### config.mk
export PLATFORM = sky130hd
export DESIGN_NAME = data_mem_bridge
export DESIGN_NICKNAME = d
export VERILOG_FILES = /design/src/rtl/data_mem_bridge.sv
export SDC_FILE = /design/constraint.sdc
export NUM_CORES = 1
export LEC_CHECK = 0
export CORE_ASPECT_RATIO = 0.8
export CORE_MARGIN = 2
export CORE_UTILIZATION = 44
export CTS_BUF_LIST = sky130_fd_sc_hd__clkbuf_4 sky130_fd_sc_hd__clkbuf_8 sky130_fd_sc_hd__clkbuf_16
export DETAILED_ROUTE_END_ITERATION = 6
export HOLD_SLACK_MARGIN = 0.15
export PLACE_DENSITY = 0.77
export SLEW_MARGIN = 15
export SYNTH_ARGS = -nofsm -noshare
export SYNTH_HDL_FRONTEND = slang
export SYNTH_SLANG_ARGS = --single-unit
### constraint.sdc
create_clock -name clk -period 2.9 [get_ports clk]
set_clock_uncertainty 0.2 [all_clocks]
set_input_delay 0.29 -clock clk [delete_from_list [all_inputs] [get_ports clk]]
set_output_delay 0.29 -clock clk [all_outputs]
set_load 0.01 [all_outputs]
### src/rtl/data_mem_bridge.sv
// Memory-stage bridge to a word-addressed req/ack data bus.
// Stalls the pipeline while an access is outstanding; reports errors sticky.
module data_mem_bridge #(
  parameter int TIMEOUT = 255,
  parameter int CNT_W   = 32
) (
  input  logic             clk,
  input  logic             rst,
  input  logic             req_valid,
  input  logic             req_write,
  input  logic [31:0]      req_addr,
  input  logic [31:0]      req_wdata,
  input  logic [3:0]       req_be,
  output logic             stall,
  output logic             rsp_valid,
  output logic [31:0]      rsp_rdata,
  output logic             err,
  output logic [CNT_W-1:0] txn_count,
  output logic             bus_req,
  output logic             bus_we,
  output logic [31:0]      bus_addr,
  output logic [31:0]      bus_wdata,
  output logic [3:0]       bus_be,
  input  logic             bus_ack,
  input  logic [31:0]      bus_rdata,
  input  logic             bus_err
);

  typedef enum logic [1:0] {
    IDLE,
    BUS,
    RESP,
    FAIL
  } state_t;

  localparam logic [15:0] TMO_LAST = 16'(TIMEOUT - 1);

  state_t      state;
  state_t      state_nx;
  logic [15:0] tmo;
  logic        aligned;
  logic        accept;

  assign aligned = (req_addr[1:0] == 2'b00);
  assign accept  = (state == IDLE) && req_valid && aligned;

  always_comb begin
    state_nx  = state;
    stall     = 1'b0;
    rsp_valid = 1'b0;
    bus_req   = 1'b0;
    unique case (state)
      IDLE: begin
        if (req_valid) begin
          if (aligned) begin
            stall    = 1'b1;
            state_nx = BUS;
          end else begin
            state_nx = FAIL;
          end
        end
      end
      BUS: begin
        stall   = 1'b1;
        bus_req = 1'b1;
        if (bus_ack) begin
          state_nx = bus_err ? FAIL : RESP;
        end else if (tmo == TMO_LAST) begin
          state_nx = FAIL;
        end
      end
      RESP: begin
        rsp_valid = 1'b1;
        state_nx  = IDLE;
      end
      FAIL: begin
        rsp_valid = 1'b1;
        state_nx  = IDLE;
      end
      default: state_nx = IDLE;
    endcase
  end

  always_ff @(posedge clk) begin
    if (rst) begin
      state     <= IDLE;
      tmo       <= '0;
      err       <= 1'b0;
      rsp_rdata <= '0;
      txn_count <= '0;
      bus_we    <= 1'b0;
      bus_addr  <= '0;
      bus_wdata <= '0;
      bus_be    <= '0;
    end else begin
      state <= state_nx;
      if (accept) begin
        bus_we    <= req_write;
        bus_addr  <= req_addr;
        bus_wdata <= req_write ? req_wdata : 32'h0;
        bus_be    <= req_write ? req_be : 4'hf;
        tmo       <= '0;
      end
      if (state == BUS && !bus_ack) begin
        tmo <= tmo + 16'd1;
      end
      if (state == BUS && bus_ack && !bus_err) begin
        rsp_rdata <= bus_we ? 32'h0 : bus_rdata;
      end
      // Any path into FAIL zeroes the response data it will present
      if (state_nx == FAIL) begin
        err       <= 1'b1;
        rsp_rdata <= '0;
      end
      if (state == RESP) begin
        txn_count <= txn_count + CNT_W'(1);
      end
    end
  end

endmodule

======== Word level (Yosys, flattened, before mapping) ========
Index checks and enable logic that the tools add are counted.
word-level totals
  memories kept ........................... 0
  memory bits (writable) .................. 0
  register bits ........................... 152
  bits of input ports ..................... 106
  bits in latches ......................... 0
  bits in read-only memories .............. 0
  output and inout bits ................... 137
  logic and storage cells ................. 44
cells by class
  order comparisons ....................... 0
  $mul .................................... 0
  add/sub/neg operators ................... 2
  bitwise operators ....................... 0
  eq/ne operators ......................... 5
  mux-type cells .......................... 16
  reductions and logical operators ........ 12
  divide/modulo/power cells ............... 0
  shifts and indexed selects .............. 0
operators by type and width
  cell                     number
  $mux W32                 2
  $add A32 B1 Y32 const B  1
  $mux W16                 2
  $add A16 B1 Y16 const B  1
  $eq A16 B8 Y1 const B    1
  $mux W2                  4
  $eq A2 B2 Y1 const B     3
  $pmux W2 S3              1
  $logic_and A1 B1 Y1      5
  $mux W1                  5
  $logic_not A2 Y1         2
  $mux W4                  1
  $reduce_or A2 Y1         2
  $eq A2 B1 Y1 const B     1
  $logic_not A1 Y1         2
  $pmux W1 S2              1
  $reduce_bool A2 Y1       1

======== Depth between registers and ports, before layout ========
  depth in word-level cells ............... 6
  depth in mapped cells ................... 7
  depth with buffers taken out ............ 5

======== Least setup slack after synthesis ========
Ideal clock, no wire load.
  kind .................................... register -> register
  start ................................... register txn_count[0]
  end ..................................... register txn_count[30]
  buffers on the path ..................... 1
  arrival time ............................ 1.951 ns
  setup time .............................. 0.070 ns
  setup slack ............................. 0.679 ns
  stages on the path, launching flop included .. 7
  clock period less this slack ............ 2.221 ns
  required time ........................... 2.630 ns
  path through ............................ dfxtp_1 > ha_1 > nand3b_1 > or4_1 > clkbuf_1 > or4_1 > a21oi_1
between the ends
  longest elaborated chain between the ends .. 1
RTL lines
  what                    line  source
  start, declared         18    output logic [CNT_W-1:0] txn_count,
  start signal, assigned  116   txn_count <= txn_count + CNT_W'(1);
  $add A32 B1 Y32         116
No other way between the ends.
A chain may end at the register's enable or synchronous reset.

======== Final worst setup path ========
Ends and elaborated chain as after synthesis.

==> reports/metrics.csv <==
stage,metric,value,unit
floorplan,placementRows,39,
synthesis,synth_cells,754,
worst_setup_path,r2r_cells,6,
routing,routedWlPerCell,15.6,µm
sta,worst-slew-pin-transition,0.769,ns
power_and_ir_drop,powerDensity,519,nW/µm²
synthesis,netlist_area,6390,µm²
worst_setup_path,critical_path_class,flip-flop to flip-flop,
worst_setup_path,crit_path_end,txn_count[30],
cts,numCtsBuffers,17,
worst_setup_path,ff2ff_setup_slack,0.56,ns
place,port_buffers,242,
grt,overflow,0,
cells_and_area,seq_area,3040,µm²
cells_and_area,drive_above_1_share,0.0662,
cells_and_area,layout.nets,1078,
power_and_ir_drop,ir_drop,432,µV
cts,tritoncts,built,
worst_setup_path,required,3.05,ns
sta,period_share,0.807,
routing,drtIter0Drc,415,
synthesis,synth-edff-count,0,
power_and_ir_drop,p_total,5.01,mW
cts,path_clk_slew,0.06,ns
cts,hold_buffers,0,
routing,viasPerCell,5.41,
run,drv_cap,0,
grt,antenna_found_initial,0,
routing,drc,0,
worst_setup_path,worstReg2RegEnd,txn_count[30],
cts,root_buffer,clkbuf_16,
sta,setup_viol,0,
grt,grt_start_max_net_pins,72,
synthesis,synth.distinct_cells,49,
cells_and_area,fillerInstances,1193,
place,dp_slack,0.329,ns
synthesis,ys_seq_elements,152,
cts,cts_max_level,4,
worst_setup_path,cp.arrival,2.49,ns
cts,clock_latency,0.42,ns
cells_and_area,areaGrowthSynthToFinish,50.9,%
routing,wirelength,18100,µm
run_status,status,finished clean,
cts,cts.sinks,152,
floorplan,die_area,15500,µm²
routing,vias,6303,
sta,rsz0062_at_grt,false,
sta,relSlewSlack,0.487,
routing,dr.pass1.iters,7,
synthesis,syn_nets,863,
synthesis,seq_area_frac_synth,0.476,
power_and_ir_drop,p_leak,3.13,nW
routing,ant_nets,0,
sta,slew_violations,0,
sta,max_freq,0.428,GHz
sta,finalSetupTns,0,ns
sta,finalCriticalPeriod,2.34,ns
worst_setup_path,cp-end-kind,flip-flop,
worst_setup_path,reg2reg_from,txn_count[0],
grt,grt_pass1_wl,29900,µm
synthesis,async_flop_share,0,
worst_setup_path,startpoint,txn_count[0],
floorplan,start_util,0.449,
worst_hold_path,holdCritPathClass,primary input to flip-flop,
sta,setup_slack,0.561,ns
synthesis,avgSynthCellArea,8.48,µm²
sta,hold_viol,0,
cells_and_area,antenna_cells,0,
place,gp_congestion,0.801,
synthesis,yosys_warnings,0,
cts,cts_buffer_depth,2,
floorplan,core-area,14200,µm²
cells_and_area,multi_input_area,3070,µm²
cts,post_cts_buffers,0,
synthesis,synthFlopType,dfxtp_1,
place,hpwlAfterDp,12000,µm
grt,grt_pass1_vias,5927,
grt,track_usage,0.232,
worst_setup_path,crit_fanout,21,
cts,ctsResizeCount,0,
floorplan,num_io_pins,243,
floorplan,die_h,112,µm
floorplan,dieWidth,139,µm
worst_setup_path,startpoint_type,flip-flop,
cells_and_area,final_core_util,0.677,
## where the power goes
part,leakage [nW],switching [mW],internal [mW]
Clock,0.307,0.907,1.47
Sequential,1.23,0.0245,2.13
Combinational,1.59,0.217,0.264
Total,3.13,1.15,3.86
## Yosys cell counts (2+ instances only)
cell,count,share of area
a221oi_1,32,0.044
a21o_1,3,0.0035
nand2b_1,33,0.032
o31ai_1,15,0.018
o21ai_0,4,0.0031
or4_1,16,0.019
and4_1,7,0.0096
clkbuf_1,58,0.034
nand3b_1,33,0.039
buf_1,3,0.0018
inv_1,7,0.0041
nor4_1,3,0.0029
or2_0,2,0.0020
mux2_2,3,0.0053
xnor2_1,4,0.0055
ha_1,3,0.0059
a2111oi_0,2,0.0027
xor2_1,4,0.0055
o211ai_1,5,0.0059
buf_2,4,0.0031
or3_1,11,0.011
nor2_1,26,0.015
a31oi_1,3,0.0029
or2_2,2,0.0020
nor3b_1,11,0.013
a21oi_1,98,0.077
nor2b_1,5,0.0049
a311oi_1,2,0.0027
nor3_1,8,0.0063
dfxtp_1,152,0.48
and3_1,3,0.0029
mux2_1,2,0.0035
o21ai_1,5,0.0039
nand4_1,7,0.0068
nand3_1,50,0.039
and2_1,5,0.0049
nand2_1,111,0.065
## worst min path at each step
stage / startpoint / to / slack, ns / cells past startpoint
2_1_floorplan: req_addr[10] / bus_addr[10] / 0.23 / 2
3_3_place_gp: bus_wdata[5] / bus_wdata[5] / 0.24 / 2
3_5_place_dp: bus_wdata[21] / bus_wdata[21] / 0.24 / 2
4_1_cts: req_addr[28] / bus_addr[28] / 0.19 / 3
5_1_grt: req_addr[29] / bus_addr[29] / 0.20 / 3
6_report: req_addr[28] / bus_addr[28] / 0.21 / 3
## critical path, cell delays in order, from the launching register on
cell	delay [ns]
dfxtp_1	0.39
ha_1	0.16
nand3b_1	0.18
or4_1	0.44
buf_4	0.22
or4_1	0.52
a21oi_1	0.15
## cell families (layout without fill, tap and decap cells)
| logic type | Yosys count | count (layout) | synth area share |
|---|---|---|---|
| mux | 6 | 6 | 0.0104 |
| simple gates | 339 | 339 | 0.285 |
| compound gates | 172 | 172 | 0.167 |
| flops | 152 | 152 | 0.476 |
| buf+inv | 74 | 302 | 0.0454 |
| xor+xnor | 8 | 8 | 0.0110 |
| fa+ha+maj | 3 | 3 | 0.00587 |
## state kept, by name, summed over array words and instances, names as in the netlist
| signal | cells |
|---|---|
| bus_addr | 32 |
| bus_wdata | 32 |
| rsp_rdata | 32 |
| txn_count | 32 |
| tmo | 16 |
| bus_be | 4 |
| state | 2 |
| bus_we | 1 |
| err | 1 |
## cells in the final DEF, fill, tap and decap left out, types with 5 or more instances in the layout
cell type | synthesis | routed
a21oi_1 | 98 | 98
a221oi_1 | 32 | 32
and4_1 | 7 | 7
buf_12 | 0 | 6
buf_4 | 0 | 15
clkbuf_16 | 0 | 17
clkdlybuf4s50_1 | 0 | 241
dfxtp_1 | 152 | 152
inv_1 | 7 | 7
nand2_1 | 111 | 110
nand2b_1 | 33 | 33
nand3_1 | 50 | 50
nand3b_1 | 33 | 33
nand4_1 | 7 | 7
nor2_1 | 26 | 25
nor2b_1 | 5 | 5
nor3_1 | 8 | 8
nor3b_1 | 11 | 11
o211ai_1 | 5 | 5
o21ai_1 | 5 | 5
o31ai_1 | 15 | 15
or3_1 | 11 | 11
or4_1 | 16 | 16
## metrics by stage
| step | cell area (µm²) | hold slack, ns | instances |
|---|---|---|---|
| 6_report | 9650 | 0.207 | 1166 |
| 5_1_grt | 9650 | 0.200 | 1166 |
| 4_1_cts | 9650 | 0.193 | 1166 |
| 3_5_place_dp | 9020 | 0.245 | 1134 |
| 3_3_place_gp | 9020 | 0.237 | 1134 |
| 2_1_floorplan | 6390 | 0.226 | 754 |
## cell type report
type,instances,share of cell area
inverters,8,0.00311
multi-input cells,528,0.318
flip-flops and latches,152,0.315
clock buffers,18,0.0455
repair buffers,262,0.274
well taps,184,0.0238
clock inverters,14,0.0205
## layer usage
| layer | track usage | share of wire | vias to the layer above |
|---|---|---|---|
| li1 | - | - | 3130 |
| met1 | 0.297 | 0.43 | 2940 |
| met2 | 0.357 | 0.45 | 200 |
| met3 | 0.0869 | 0.093 | 33 |
| met4 | 0.0909 | 0.021 | 0 |
| met5 | 0 | 0 | - |
(Power assumes the default switching activity.)
